<file path="src/rtl/bus_responder.sv">
// -----------------------------------------------------------------------------
// bus_responder
//
// Response-path companion to the master-bus address decoder. The decoder
// supplies the slave index (chipselect) and a decode fault; this block latches
// the index when a bus cycle starts, strobes exactly one slave, and returns
// that slave's ack and read data to the master through registers. Decode
// faults and slaves that never ack (watchdog) both turn into one-cycle bus
// errors.
//
// Ports
//   clk_i          system clock
//   rst_i          synchronous reset, active high
//   cyc_i, stb_i   master bus cycle / strobe
//   chipselect     decoded slave index (0 = no slave)
//   fault_i        decode fault from the decoder
//   slave_dat_i    16 slave read-data slots, slot n at [n*DW +: DW]
//   slave_ack_i    per-slave ack
//   stb_o          one-hot strobe to the selected slave
//   dat_o          registered read data to the master
//   ack_o, err_o   one-cycle ack / bus error to the master
//   timeout_o      sticky watchdog flag, cleared by timeout_clr_i
//   timeout_clr_i  clears timeout_o (a simultaneous timeout wins)
//   timeout_cs_o   chipselect of the most recent timed-out access
// -----------------------------------------------------------------------------
module bus_responder #(
    parameter int unsigned TIMEOUT = 255,  // ACTIVE cycles before a timeout error (2..65535)
    parameter int unsigned DW      = 32
) (
    input  logic             clk_i,
    input  logic             rst_i,
    input  logic             cyc_i,
    input  logic             stb_i,
    input  logic [3:0]       chipselect,
    input  logic             fault_i,
    input  logic [16*DW-1:0] slave_dat_i,
    input  logic [15:0]      slave_ack_i,
    output logic [15:0]      stb_o,
    output logic [DW-1:0]    dat_o,
    output logic             ack_o,
    output logic             err_o,
    output logic             timeout_o,
    input  logic             timeout_clr_i,
    output logic [3:0]       timeout_cs_o
);

    localparam logic [1:0] ST_IDLE   = 2'd0;
    localparam logic [1:0] ST_ACTIVE = 2'd1;
    localparam logic [1:0] ST_ERR    = 2'd2;
    localparam logic [1:0] ST_DONE   = 2'd3;

    localparam logic [15:0] CNT_MAX  = 16'(TIMEOUT);
    localparam logic [15:0] CNT_LAST = 16'(TIMEOUT - 1);

    logic [1:0]    state_q,      state_d;
    logic [3:0]    sel_q,        sel_d;
    logic [15:0]   cnt_q,        cnt_d;
    logic [DW-1:0] dat_q,        dat_d;
    logic          ack_q,        ack_d;
    logic          err_q,        err_d;
    logic          timeout_q,    timeout_d;
    logic [3:0]    timeout_cs_q, timeout_cs_d;

    logic          timeout_set;
    logic [DW-1:0] sel_dat;

    // Read-data mux for the latched slave index.
    always_comb begin
        sel_dat = '0;
        for (int n = 0; n < 16; n++) begin
            if (sel_q == 4'(n)) begin
                sel_dat = slave_dat_i[n*DW +: DW];
            end
        end
    end

    // The strobe follows the master combinationally but only ever targets the
    // index latched at cycle start, so a decoder change mid-cycle cannot move it.
    always_comb begin
        stb_o = '0;
        if (state_q == ST_ACTIVE) begin
            stb_o[sel_q] = cyc_i & stb_i;
        end
    end

    always_comb begin
        // NOTE: every signal gets a default before the case so no path through
        // the block leaves one unassigned, which would infer a latch.
        state_d      = state_q;
        sel_d        = sel_q;
        cnt_d        = cnt_q;
        dat_d        = dat_q;
        ack_d        = 1'b0;  // ack/err are pulses: only the entry into DONE sets them
        err_d        = 1'b0;
        timeout_cs_d = timeout_cs_q;
        timeout_set  = 1'b0;

        case (state_q)
            ST_IDLE: begin
                if (cyc_i && stb_i) begin
                    if (fault_i || (chipselect == 4'd0)) begin
                        state_d = ST_ERR;
                    end else begin
                        sel_d   = chipselect;
                        cnt_d   = '0;
                        state_d = ST_ACTIVE;
                    end
                end
            end

            ST_ACTIVE: begin
                if (cnt_q != CNT_MAX) begin
                    cnt_d = cnt_q + 16'd1;
                end
                // A dropped cycle abandons the access; the slave is no longer
                // strobed, so nothing it returns this cycle is forwarded.
                if (!cyc_i) begin
                    state_d = ST_IDLE;
                end else if (slave_ack_i[sel_q]) begin
                    dat_d   = sel_dat;
                    ack_d   = 1'b1;
                    state_d = ST_DONE;
                end else if (cnt_q == CNT_LAST) begin
                    dat_d        = '0;
                    err_d        = 1'b1;
                    timeout_set  = 1'b1;
                    timeout_cs_d = sel_q;
                    state_d      = ST_DONE;
                end
            end

            ST_ERR: begin
                dat_d   = '0;
                err_d   = 1'b1;
                state_d = ST_DONE;
            end

            // One mandatory bubble between accesses.
            ST_DONE: begin
                state_d = ST_IDLE;
            end

            default: begin
                state_d = ST_IDLE;
            end
        endcase
    end

    // Sticky flag: a timeout in the same cycle as a clear keeps it set.
    always_comb begin
        timeout_d = timeout_q;
        if (timeout_set) begin
            timeout_d = 1'b1;
        end else if (timeout_clr_i) begin
            timeout_d = 1'b0;
        end
    end

    // NOTE: sequential state uses non-blocking assignments so every register
    // samples the pre-edge values regardless of statement order.
    always_ff @(posedge clk_i) begin
        if (rst_i) begin
            state_q      <= ST_IDLE;
            sel_q        <= '0;
            cnt_q        <= '0;
            dat_q        <= '0;
            ack_q        <= 1'b0;
            err_q        <= 1'b0;
            timeout_q    <= 1'b0;
            timeout_cs_q <= '0;
        end else begin
            state_q      <= state_d;
            sel_q        <= sel_d;
            cnt_q        <= cnt_d;
            dat_q        <= dat_d;
            ack_q        <= ack_d;
            err_q        <= err_d;
            timeout_q    <= timeout_d;
            timeout_cs_q <= timeout_cs_d;
        end
    end

    assign dat_o        = dat_q;
    assign ack_o        = ack_q;
    assign err_o        = err_q;
    assign timeout_o    = timeout_q;
    assign timeout_cs_o = timeout_cs_q;

endmodule

</file>
<file path="config.mk">
export PLATFORM = sky130hd
export DESIGN_NAME = bus_responder
export DESIGN_NICKNAME = d
export VERILOG_FILES = /design/src/rtl/bus_responder.sv
export SDC_FILE = /design/constraint.sdc
export NUM_CORES = 1
export LEC_CHECK = 0
export BUFFER_PORTS_ARGS = -buffer_cell sky130_fd_sc_hd__buf_2
export CORE_AREA = 2 2 230 232
export DETAILED_ROUTE_END_ITERATION = 10
export DIE_AREA = 0 0 232 234
export PLACE_DENSITY_LB_ADDON = 0.3
export REMOVE_ABC_BUFFERS = 1
export SKIP_LAST_GASP = 1
export SLEW_MARGIN = 20
export SYNTH_ARGS = -nofsm -noshare
export SYNTH_HDL_FRONTEND = slang
export SYNTH_SLANG_ARGS = --single-unit
</file>
<file path="constraint.sdc">
create_clock -name clk_i -period 3.4 [get_ports clk_i]
set_input_delay 0.34 -clock clk_i [delete_from_list [all_inputs] [get_ports clk_i]]
set_output_delay 0.34 -clock clk_i [all_outputs]
set_load 0.01 [all_outputs]
</file>
==> impl_metrics.json <==
{
  "slowest_stage": "dfxtp_4",
  "p_per_area_nw_per_um2": 331,
  "synth.area.top_cells": "dfxtp_1 (16%), a21oi_1 (8.4%), o21ai_0 (8.0%), mux2i_1 (7.3%), nor2_1 (6.2%)",
  "post_cts_buffers": 0,
  "dp_slack_ns": 0.438,
  "fmax_mhz": 324,
  "die_h_um": 234,
  "yosysUniqueCellTypes": 71,
  "p_leak_nw": 4.91,
  "grt_pass1_vias": 11500,
  "period_needed_ns": 3.09,
  "cts_root_buf": "clkbuf_16",
  "drive_above_1_share_pct": 44.6,
  "grt_antenna_before_repair": 11,
  "ios": 593,
  "cts_resized": 0,
  "yosys.area.top_type": "dfxtp_1",
  "grt_overflow_total": 0,
  "fill_cells": 5903,
  "die_w_um": 232,
  "ys_seq_area_share_pct": 16.5,
  "synth_common_cells": "a21oi_1 (124), nor2_1 (123), o21ai_0 (118)",
  "grt_max_degree": 51,
  "initial_utilization_pct": 14.2,
  "hold_path_class": "in -> reg",
  "gp_congestion": 0.931,
  "worstPathRequired_ns": 3.06,
  "multiInputGateArea_um2": 5710,
  "die_area_um2": 54300,
  "cts_hold_buf": 0,
  "cts-buffers-inserted": 9,
  "groute.usage.overall_pct": 22.3,
  "cpPeakStageDelay_ns": 0.65,
  "status": "finished clean",
  "cap_violations": 0,
  "synth_most_common_cell": "a21oi_1",
  "syn_area_um2": 7410,
  "wirelength_mm": 63.2,
  "crit_type": "reg -> out",
  "fp.coreArea_um2": 52000,
  "nets": 2170,
  "path_cells": "nor2b_2 -> nand2_1 -> buf_4 -> nor3_1 -> buf_2",
  "grt_pass1_wl_mm": 84.4,
  "synth-seq-cells": 61,
  "cts.sinks": 61,
  "dpl.hpwl_mm": 49.8,
  "syn_avg_cell_area_um2": 6.97,
  "crit_path_end_kind": "primary output",
  "path_buf_inv": 2,
  "slew_violations": 0,
  "wl_per_cell_um": 27.2,
  "critical-path-top-delay-family": "simple AND/OR/NAND/NOR gates",
  "ctsHtreeMaxLevel": 3,
  "worst_slack_ns": 0.309,
  "setup_viol": 0,
  "startpoint_type": "flop",
  "ir_drop_uv": 271,
  "seqCellArea_um2": 1240,
  "hold_slack_ns": 0.223,
  "cp.arrival_ns": 2.75,
  "synthFlopType": "dfxtp_1",
  "fin_crit_sh_pct": 90.9,
  "clockBufferDepth": 2,
  "cp_max_fo": 30,
  "cts_tree": "yes",
  "rows": 84,
  "slew_headroom_pct": 28.8,
  "worst_pin_slew_ns": 1.06,
  "yosys_warnings": 0,
  "final_hold_viol_count": 0,
  "async_flop_share_pct": 0,
  "clkTransAtPathRegs_ns": 0.06,
  "dr_total_vias": 11400,
  "clock_latency_ns": 0.39,
  "drt_first_pass_iters": 5,
  "ant_nets": 0,
  "first_iter_violations": 740,
  "rsz0062_at_grt": "false",
  "finalPower_w": 0.00388,
  "drc": 0,
  "syn2layout_area_growth_pct": 57.9,
  "finalClockSkew_ns": 0.0161,
  "viasPerCell": 4.90,
  "netlist_instances": 1063,
  "numPortBuffers": 592,
  "synth_top_cell_area_share_pct": 16.5,
  "synth_edf_count": 0
}
state kept, by name, indices dropped and copies added (netlist names):
name          cells
state_q           2
sel_q             4
err_o             1
dat_o            32
cnt_q            16
timeout_o         1
ack_o             1
timeout_cs_o      4
worst min-delay path, stage by stage:
cell and delay [ns]:
buf_2 0.09, mux2i_1 0.06, nor2_1 0.08
final timing paths:
path / slack, ns / endpoint / from / depth (start not counted)
setup reg to reg: 0.51 / dat_o[23] / sel_q[2] / 9
setup / recovery: 0.31 / stb_o[6] / sel_q[2] / 5
hold reg to reg: 0.46 / dat_o[18] / dat_o[18] / 1
hold / removal: 0.22 / sel_q[1] / chipselect[1] / 3
cells by family (layout without fill, tap and decap cells):
| logic type | count (synthesis) | count (layout) | share of synthesized area (%) |
|---|---|---|---|
| AO/OA/AOI/OAI | 466 | 466 | 40.9 |
| XOR/XNOR | 11 | 11 | 1.30 |
| adder cells (fa/ha/maj) | 5 | 5 | 0.844 |
| buffers and inverters | 114 | 683 | 7.26 |
| flip-flops | 61 | 61 | 16.5 |
| multiplexers | 80 | 80 | 13.1 |
| other | 0 | 6 | 0 |
| AND/OR/NAND/NOR | 326 | 326 | 20.1 |
power by group:
part / internal [W] / total (W) / switching (W)
clock: 0.000572 / 0.00105 / 0.000473
combinational: 0.000781 / 0.00190 / 0.00112
sequential: 0.000830 / 0.000931 / 0.000101
area by class of cell:
class	count	share of cell area, %
multi-input combinational	888	48.8
clock buffer	9	1.92
timing repair buffer	654	30.2
tap	688	7.35
sequential	61	10.6
antenna	6	0.128
clock inverter	7	0.631
inverter	13	0.417
through the flow:
step	cell area, um2	cells	util, %	setup TNS (ns)
after CTS	11700	2320	22.5	0
after global routing	11700	2326	22.5	0
after detailed placement	11400	2304	21.9	0
after floorplan	6920	962	-	-100.44
final	11700	2326	22.5	0
after global placement	11400	2303	21.8	0
cell usage in the layout (no fill, tap or decap), types with 18 or more instances in the layout:
master / Yosys / final
a21oi_1: 124 / 124
a22oi_1: 28 / 28
buf_2: 40 / 592
buf_4: 8 / 53
dfxtp_1: 61 / 57
mux2i_1: 54 / 54
nand2_1: 100 / 100
nand3_1: 20 / 20
nor2_1: 123 / 121
nor3_1: 23 / 21
o21ai_0: 118 / 118
o221ai_1: 18 / 18
o22ai_1: 44 / 44
o2bb2ai_1: 18 / 18
per-layer routing:
metal  vias to the layer above  global-route usage [%]  routed length, um
li1                       5204                       -                  -
met1                      5471                    27.0              26400
met2                       605                    38.2              30200
met3                       115                    4.12               4060
met4                         6                    10.5               2550
met5                         -                       0                 39
Power figures use the tool's default switching activity.
